===== src/rtl/multicycle_ctrl.sv =====
// Multicycle RV32I control FSM (FETCH/DECODE/EXEC/MEM/WB): 3-5 cycles per instruction, no backpressure
// except CTRL_MEM_WAIT_EN, which stalls MEM on i_mem_ack and bus-errors after MEM_TIMEOUT cycles.
module multicycle_ctrl #(
    parameter int MEM_TIMEOUT = 16
) (
    input  logic        i_clk,
    input  logic        i_reset,
    input  logic [31:0] i_instr,
    input  logic        i_br_lt,
    input  logic        i_br_eq,
    input  logic        i_mem_ack,
    output logic        o_pc_en,
    output logic        o_ir_en,
    output logic        o_pc_sel,
    output logic [3:0]  o_imm_sel,
    output logic        o_reg_wen,
    output logic        o_br_un,
    output logic        o_a_sel,
    output logic        o_b_sel,
    output logic [1:0]  o_alu_op,
    output logic [3:0]  o_load_type,
    output logic        o_load_signed,
    output logic        o_mem_rw,
    output logic [1:0]  o_wb_sel,
    output logic        o_lui_sel,
    output logic        o_insn_vld,
    output logic        o_illegal,
    output logic        o_bus_err
);
    localparam logic [6:0] OP_R      = 7'b0110011;
    localparam logic [6:0] OP_I      = 7'b0010011;
    localparam logic [6:0] OP_LOAD   = 7'b0000011;
    localparam logic [6:0] OP_STORE  = 7'b0100011;
    localparam logic [6:0] OP_BRANCH = 7'b1100011;
    localparam logic [6:0] OP_JAL    = 7'b1101111;
    localparam logic [6:0] OP_JALR   = 7'b1100111;
    localparam logic [6:0] OP_LUI    = 7'b0110111;
    localparam logic [6:0] OP_AUIPC  = 7'b0010111;

    typedef enum logic [2:0] {S_FETCH, S_DECODE, S_EXEC, S_MEM, S_WB} state_t;
    typedef enum logic [3:0] {C_R, C_I, C_LOAD, C_STORE, C_BRANCH, C_JAL, C_JALR, C_LUI, C_AUIPC} cls_t;

    state_t      state, state_nxt;
    cls_t        cls, dec_cls;
    logic        started;
    logic        dec_illegal;
    logic        taken;
    logic        mem_done;
    logic        mem_tmo;
    logic [7:0]  wait_cnt;
    logic [3:0]  lt_dec;
    logic [6:0]  opcode;
    logic [2:0]  funct3;

    assign opcode = i_instr[6:0];
    assign funct3 = i_instr[14:12];

`ifdef CTRL_MEM_WAIT_EN
    logic unused_bits;
    assign unused_bits = &{1'b0, i_instr[31:15], i_instr[11:7]};
    assign mem_done    = i_mem_ack;
    assign mem_tmo     = !i_mem_ack && (wait_cnt == 8'(MEM_TIMEOUT - 1));
`else
    logic unused_bits;
    assign unused_bits = &{1'b0, i_mem_ack, wait_cnt, 8'(MEM_TIMEOUT), i_instr[31:15], i_instr[11:7]};
    assign mem_done    = 1'b1;
    assign mem_tmo     = 1'b0;
`endif

    always_comb begin
        dec_cls     = C_R;
        dec_illegal = 1'b0;
        case (opcode)
            OP_R:      dec_cls = C_R;
            OP_I:      dec_cls = C_I;
            OP_LOAD:   dec_cls = C_LOAD;
            OP_STORE:  dec_cls = C_STORE;
            OP_BRANCH: begin
                dec_cls     = C_BRANCH;
                dec_illegal = (funct3[2:1] == 2'b01);
            end
            OP_JAL:    dec_cls = C_JAL;
            OP_JALR:   dec_cls = C_JALR;
            OP_LUI:    dec_cls = C_LUI;
            OP_AUIPC:  dec_cls = C_AUIPC;
            default:   dec_illegal = 1'b1;
        endcase
    end

    always_comb begin
        taken = 1'b0;
        case (funct3)
            3'b000:         taken = i_br_eq;
            3'b001:         taken = !i_br_eq;
            3'b100, 3'b110: taken = i_br_lt;
            3'b101, 3'b111: taken = !i_br_lt;
            default:        taken = 1'b0;
        endcase
    end

    always_comb begin
        lt_dec = 4'b0000;
        case (funct3[1:0])
            2'b00:   lt_dec = 4'b0001;
            2'b01:   lt_dec = 4'b0011;
            2'b10:   lt_dec = 4'b1111;
            default: lt_dec = 4'b0000;
        endcase
    end

    // started holds FETCH quiet until the first edge after reset release
    always_ff @(posedge i_clk or negedge i_reset) begin
        if (!i_reset) begin
            state    <= S_FETCH;
            cls      <= C_R;
            started  <= 1'b0;
            wait_cnt <= 8'd0;
        end else begin
            state   <= state_nxt;
            started <= 1'b1;
            if (state == S_DECODE) cls <= dec_cls;
            if (state == S_MEM && !mem_done && !mem_tmo) wait_cnt <= wait_cnt + 8'd1;
            else                                         wait_cnt <= 8'd0;
        end
    end

    always_comb begin
        state_nxt = state;
        case (state)
            S_FETCH:  if (started) state_nxt = S_DECODE;
            S_DECODE: state_nxt = dec_illegal ? S_FETCH : S_EXEC;
            S_EXEC: begin
                case (cls)
                    C_BRANCH:        state_nxt = S_FETCH;
                    C_LOAD, C_STORE: state_nxt = S_MEM;
                    default:         state_nxt = S_WB;
                endcase
            end
            S_MEM: begin
                if (mem_tmo)       state_nxt = S_FETCH;
                else if (mem_done) state_nxt = (cls == C_LOAD) ? S_WB : S_FETCH;
            end
            S_WB:     state_nxt = S_FETCH;
            default:  state_nxt = S_FETCH;
        endcase
    end

    always_comb begin
        o_pc_en       = 1'b0;
        o_ir_en       = 1'b0;
        o_pc_sel      = 1'b0;
        o_imm_sel     = 4'b0000;
        o_reg_wen     = 1'b0;
        o_br_un       = 1'b0;
        o_a_sel       = 1'b0;
        o_b_sel       = 1'b0;
        o_alu_op      = 2'b00;
        o_load_type   = 4'b0000;
        o_load_signed = 1'b0;
        o_mem_rw      = 1'b0;
        o_wb_sel      = 2'b00;
        o_lui_sel     = 1'b0;
        o_insn_vld    = 1'b0;
        o_illegal     = 1'b0;
        o_bus_err     = 1'b0;

        if (state inside {S_EXEC, S_MEM, S_WB}) begin
            o_wb_sel = 2'b01;
            case (cls)
                C_R:      o_alu_op = 2'b10;
                C_I: begin
                    o_b_sel  = 1'b1;
                    o_alu_op = 2'b11;
                end
                C_LOAD: begin
                    o_b_sel       = 1'b1;
                    o_wb_sel      = 2'b00;
                    o_load_type   = lt_dec;
                    o_load_signed = ~funct3[2];
                end
                C_STORE: begin
                    o_imm_sel     = 4'b0001;
                    o_b_sel       = 1'b1;
                    o_load_type   = lt_dec;
                    o_load_signed = ~funct3[2];
                end
                C_BRANCH: begin
                    o_imm_sel = 4'b0010;
                    o_a_sel   = 1'b1;
                    o_b_sel   = 1'b1;
                    o_br_un   = funct3[1];
                end
                C_JAL: begin
                    o_imm_sel = 4'b0100;
                    o_a_sel   = 1'b1;
                    o_b_sel   = 1'b1;
                    o_wb_sel  = 2'b10;
                end
                C_JALR: begin
                    o_b_sel  = 1'b1;
                    o_wb_sel = 2'b10;
                end
                C_LUI: begin
                    o_imm_sel = 4'b1000;
                    o_b_sel   = 1'b1;
                    o_lui_sel = 1'b1;
                end
                C_AUIPC: begin
                    o_imm_sel = 4'b1000;
                    o_a_sel   = 1'b1;
                    o_b_sel   = 1'b1;
                end
                default: ;
            endcase
        end

        case (state)
            S_FETCH:  o_ir_en = started;
            S_DECODE: if (dec_illegal) begin
                o_illegal = 1'b1;
                o_pc_en   = 1'b1;
            end
            S_EXEC:   if (cls == C_BRANCH) begin
                o_pc_en    = 1'b1;
                o_pc_sel   = taken;
                o_insn_vld = 1'b1;
            end
            S_MEM: begin
                o_mem_rw = (cls == C_STORE);
                if (mem_tmo) begin
                    o_bus_err = 1'b1;
                    o_pc_en   = 1'b1;
                end else if (mem_done && cls == C_STORE) begin
                    o_pc_en    = 1'b1;
                    o_insn_vld = 1'b1;
                end
            end
            S_WB: begin
                o_reg_wen  = 1'b1;
                o_pc_en    = 1'b1;
                o_insn_vld = 1'b1;
                o_pc_sel   = (cls == C_JAL) || (cls == C_JALR);
            end
            default: ;
        endcase
    end
endmodule


===== config.mk =====
export PLATFORM = sky130hd
export DESIGN_NAME = multicycle_ctrl
export DESIGN_NICKNAME = d
export VERILOG_FILES = /design/src/rtl/multicycle_ctrl.sv
export SDC_FILE = /design/constraint.sdc
export NUM_CORES = 1
export LEC_CHECK = 0
export ABC_AREA = 1
export BUFFER_PORTS_ARGS = -buffer_cell sky130_fd_sc_hd__buf_2
export CAP_MARGIN = 20
export CORE_ASPECT_RATIO = 1.5
export CORE_MARGIN = 4
export CORE_UTILIZATION = 44
export CTS_BUF_LIST = sky130_fd_sc_hd__clkbuf_4 sky130_fd_sc_hd__clkbuf_8 sky130_fd_sc_hd__clkbuf_16
export DETAILED_ROUTE_END_ITERATION = 7
export GPL_ROUTABILITY_DRIVEN = 0
export MAX_ROUTING_LAYER = met4
export PLACE_DENSITY = 0.84
export SLEW_MARGIN = 20
export SYNTH_ARGS = -nofsm -noshare
export SYNTH_HDL_FRONTEND = slang
export SYNTH_SLANG_ARGS = --single-unit

===== constraint.sdc =====
create_clock -name i_clk -period 2.7 [get_ports i_clk]
set_clock_uncertainty 0.2 [all_clocks]
set_input_delay 0.54 -clock i_clk [delete_from_list [all_inputs] [get_ports i_clk]]
set_output_delay 0.54 -clock i_clk [all_outputs]
set_load 0.02 [all_outputs]

# Word level (Yosys, flattened, before mapping)

Index checks and enable logic that the tools add are counted.

Bits in registers: 8
Bits in latches: 0
RAM bits: 0
ROM bits: 0
Bits of input ports: 37
Memories: 0

$add $sub $neg: 0
Multipliers: 0
Divide/modulo/power cells: 0
Order comparisons: 0
Eq/ne operators: 30
Shifts and indexed selects: 0
Mux-type cells: 38
Bitwise logic cells: 1
Reductions and logical operators: 16

Operator list:

| operator                                       | number |
|---|---|
| one-hot mux 4 bit (8 select lines)             | 1 |
| == test 7 x 6 -> 1 bit (second input constant) | 3 |
| == test 7 bit (second input constant)          | 3 |
| 2-to-1 mux 1 bit                               | 18 |
| == test 4 x 3 -> 1 bit (second input constant) | 4 |
| one-hot mux 4 bit (4 select lines)             | 1 |
| OR reduction 8 bit                             | 2 |
| == test 3 bit (second input constant)          | 5 |
| == test 7 x 5 -> 1 bit (second input constant) | 2 |
| 2-to-1 mux 4 bit                               | 3 |
| one-hot mux 3 bit (4 select lines)             | 1 |
| one-hot mux 4 bit (3 select lines)             | 1 |
| OR reduction 2 bit                             | 5 |
| == test 4 x 2 -> 1 bit (second input constant) | 2 |
| one-hot mux 1 bit (4 select lines)             | 2 |
| one-hot mux 2 bit (2 select lines)             | 2 |
| == test 7 x 2 -> 1 bit (second input constant) | 1 |
| == test 3 x 1 -> 1 bit (second input constant) | 2 |
| == test 3 x 2 -> 1 bit (second input constant) | 2 |
| zero test 3 bit                                | 2 |
| 2-to-1 mux 2 bit                               | 3 |
| 2-to-1 mux 3 bit                               | 2 |
| one-hot mux 3 bit (2 select lines)             | 1 |
| == test 2 x 1 -> 1 bit (second input constant) | 2 |
| 13 further kinds                               | 15 |

# Depth between registers and ports, before layout

Depth after elaboration: 5
Gate-level depth with buffers: 9
Gate-level depth less buffers: 9

# Worst setup path before layout

No wires, ideal clock.

Kind: reg-to-output
Start point: reg state[1]
End point: out o_load_type[3]
Data arrival time: 1.573 ns
Required time: 1.960 ns
Slack: 0.387 ns
Cell stages (with the launch flop): 9
Path buffers: 1
Cell sequence: dfrtp_1 inv_1 nand2_1 nor2_2 a21oi_2 inv_1 nand2_2 nor2_1 buf_4

Longest elaborated chain between the ends: 3
Elaborated cells between the ends (all ways): 5
Those cells by class: 3 x eq/ne; 1 x mux; 1 x reduce/logical

RTL lines:

| item                                                    | RTL line | source |
|---|---|---|
| start, declared                                         | 43       | `state_t state, state_nxt;` |
| start signal, assigned                                  | 119      | `state <= state_nxt;` |
| == test 3 x 2 -> 1 bit or == test 3 bit (tied branches) | 167      | `if (state inside {S_EXEC, S_MEM, S_WB}) begin` |
| nonzero test 3 bit (*)                                  | 167      |  |
| 2-to-1 mux 4 bit (*)                                    | 167      |  |
| end, declared                                           | 21       | `output logic [3:0] o_load_type,` |

Every way passes the cells marked *; elsewhere a longest branch is shown, timed or not.

# Worst setup path in the final report

Start point: reg state[1]
End point: out o_alu_op[1]

Longest elaborated chain between the ends: 3
Elaborated cells between the ends (all ways): 5
Those cells by class: 3 x eq/ne; 1 x mux; 1 x reduce/logical

RTL lines:

| item                                                    | RTL line | source |
|---|---|---|
| == test 3 x 2 -> 1 bit or == test 3 bit (tied branches) | 167      |  |
| nonzero test 3 bit (*)                                  | 167      |  |
| 2-to-1 mux 2 bit (*)                                    | 167      |  |
| end, declared                                           | 20       | `output logic [1:0] o_alu_op,` |

Marked as above.

==> impl_metrics.env <==
export IMPL_port_buffers=37
export IMPL_htree_levels=1
export IMPL_numCtsBuffers=3
export IMPL_nets=234
export IMPL_fmax_mhz=423
export IMPL_worstPathRequired_ns=1.96
export IMPL_critical_path_slowest_cell="dfrtp_1"
export IMPL_avgSynthCellArea_um2=5.92
export IMPL_dieArea_um2=2830
export IMPL_cellInternalPower_w=0.000204
export IMPL_syn_nets=193
export IMPL_syn_inst=151
export IMPL_viasPerCell=4.96
export IMPL_p_comb_frac=0.289
export IMPL_rsz0062_at_grt="false"
export IMPL_groute_usage_overall=0.161
export IMPL_drive_gt1_frac=0.279
export IMPL_power_frac_seq=0.423
export IMPL_fin_tns_setup_ns=0
export IMPL_r2r_start="state[1]$_DFFE_PN0P_"
export IMPL_power_frac_clock=0.288
export IMPL_cts_tree="yes"
export IMPL_die_w_um=44.8
export IMPL_drc_errors=0
export IMPL_setup_viol=0
export IMPL_synth_seq_area_share=0.224
export IMPL_cp_max_fo=7
export IMPL_path_cells="inv_1 > nand2_1 > nor2_2 > a21oi_2 > buf_4 > nor4_1 > buf_2"
export IMPL_area_growth_pct=25.2
export IMPL_yosysTopAreaCell="dfrtp_1"
export IMPL_slew_headroom=0.662
export IMPL_clk_path_buf_depth=2
export IMPL_cts_resized=0
export IMPL_insertion_delay_ns=0.25
export IMPL_power_density_nw_per_um2=272
export IMPL_final_cell_mix="buf_2 (37), nand2_1 (35), inv_1 (29)"
export IMPL_fillCellCount=194
export IMPL_core_area_um2=1880
export IMPL_layout_commonest_cell="buf_2"
export IMPL_synth_warnings=0
export IMPL_hold_viol=0
export IMPL_cp_data_arrival_time_ns=1.62
export IMPL_startpoint="state[1]$_DFFE_PN0P_"
export IMPL_clk_pin_slew_ns=0.05
export IMPL_antenna_found_initial=0
export IMPL_grt_overflow_total=0
export IMPL_post_route_min_period_ns=2.36
export IMPL_fp_row_count=19
export IMPL_synth_seq_cells=8
export IMPL_p_leak_nw=0.709
export IMPL_rr_worst_depth=3
export IMPL_cts_root_buf="clkbuf_4"
export IMPL_hp_class="flop to flop"
export IMPL_die_h_um=63.2
export IMPL_ys_top_cells_by_area="dfrtp_1 (22%), nand2_1 (15%), inv_1 (12%)"
export IMPL_max_stage_delay_ns=0.42
export IMPL_drt_first_pass_iters=3
export IMPL_wl_per_cell_um=9.93
export IMPL_worstMarginPinSlew_ns=0.504
export IMPL_clock_sinks=8
export IMPL_grt_max_degree=11
export IMPL_io_pins=62
export IMPL_switching_share=0.329
export IMPL_report_power_total_w=0.000304
export IMPL_peakVddDrop_v=0.000184
export IMPL_min_period_over_period=0.875
export IMPL_grt_pass1_wl_um=3510
export IMPL_dp_hpwl_um=1880
export IMPL_power_switching_w=0.000100
export IMPL_maxCapViolCount=0
export IMPL_slew_viol_final=0
export IMPL_cp_end_kind="output port"
export IMPL_startpoint_type="flop"
export IMPL_start_util=0.476
export IMPL_status="completed"
export IMPL_r2r_end="cls[0]$_DFFE_PN0P_"
export IMPL_drt_wl_total_um=2100
export IMPL_grt_pass1_vias=948
export IMPL_netlist_area_um2=895
export IMPL_ys_types=21
export IMPL_num_vias=1046
export IMPL_final_antenna_net_count=0
export IMPL_rrSetupSlack_ns=1.25
export IMPL_worstSetupPathType="flop to output port"
export IMPL_antenna_cells=0
export IMPL_synth_top_area_share=0.224
export IMPL_drt_initial_drc_count=12
export IMPL_crit_path_end="o_alu_op[1]"
Yosys cell counts:
cell type and instances:
nand2_1 35, inv_1 29, nor2_1 24, nand3_1 10, o21ai_0 9, dfrtp_1 8
nor3_1 6, ha_1 5, nor3_2 5, a21oi_1 3, nand2_2 3, buf_4 2
conb_1 2, nor2_2 2, nor4_1 2, a21oi_2 1, buf_6 1, o211ai_1 1
o21ai_1 1, o22ai_1 1, or2_2 1
power by group through the flow:
stage	clock network, W	registers (W)	logic [W]
final	0.0000876	0.000129	0.0000880
after global routing	0.0000932	0.000129	0.000101
after CTS	0.0000900	0.000129	0.0000892
after detailed placement	0	0.000131	0.0000878
after global placement	0	0.000130	0.0000841
after floorplan	0	0.000130	0.0000575
flip-flops by register name, indices dropped and copies added (netlist names):
| signal | count |
|---|---|
| state | 3 |
| started | 1 |
| cls | 4 |
worst max-delay path: cells and delay by family (launching register included):
family | cells | cell delay (ns)
buffers and inverters | 3 | 0.49
AOI/OAI and AO/OA | 1 | 0.10
DFF | 1 | 0.42
and+or+nand+nor | 3 | 0.36
per-layer routing:
metal,vias up,share of wire,global-route usage
met5,-,0,-
met4,0,0.013,0.0659
met3,4,0.074,0.0171
met2,32,0.56,0.315
met1,464,0.36,0.146
li1,546,-,-
worst min path at each step:
stage	start	end	slack, ns	cells after the start
final	started$_DFF_PN0_	state[0]$_DFFE_PN0P_	0.34	2
after global routing	started$_DFF_PN0_	state[0]$_DFFE_PN0P_	0.44	2
after CTS	started$_DFF_PN0_	state[0]$_DFFE_PN0P_	0.35	2
after detailed placement	i_reset	state[0]$_DFFE_PN0P_	0.19	1
after global placement	i_reset	state[0]$_DFFE_PN0P_	0.18	1
after floorplan	i_reset	cls[0]$_DFFE_PN0P_	0.04	0
logic make-up (layout without fill, tap and decap cells):
family,count (synthesis),in the layout,share of synthesized area
simple gates,88,88,0.449
buf+inv,32,71,0.151
other cells,2,2,0.00839
fa+ha+maj,5,5,0.0699
flops,8,8,0.224
compound gates,16,16,0.0979
through the flow:
stage / std cells / setup WS [ns] / utilization / area [µm²] / hold WS, ns
detailed placement: 207 / 0.398 / 0.579 / 1090 / 0.188
CTS: 211 / 0.317 / 0.596 / 1120 / 0.347
global route: 211 / 0.181 / 0.596 / 1120 / 0.436
finish: 211 / 0.338 / 0.596 / 1120 / 0.341
floorplan: 151 / 0.387 / - / 895 / 0.0444
global placement: 207 / 0.444 / 0.579 / 1090 / 0.184
what timing repair did:
action                    4_1_cts  5_1_grt
hold buffers                    1        0
hold endpoints to repair        8        0
buffers inserted                0        0
final cells by class:
type                            count  area [µm²]  area share
Clock buffer                        3        22.5      0.0201
Inverter                           29         109      0.0972
Multi-Input combinational cell    111         559       0.499
Sequential cell                     8         200       0.179
Tap cell                           21        26.3      0.0235
Timing Repair Buffer               39         203       0.181
Power figures use the tool's default switching activity.
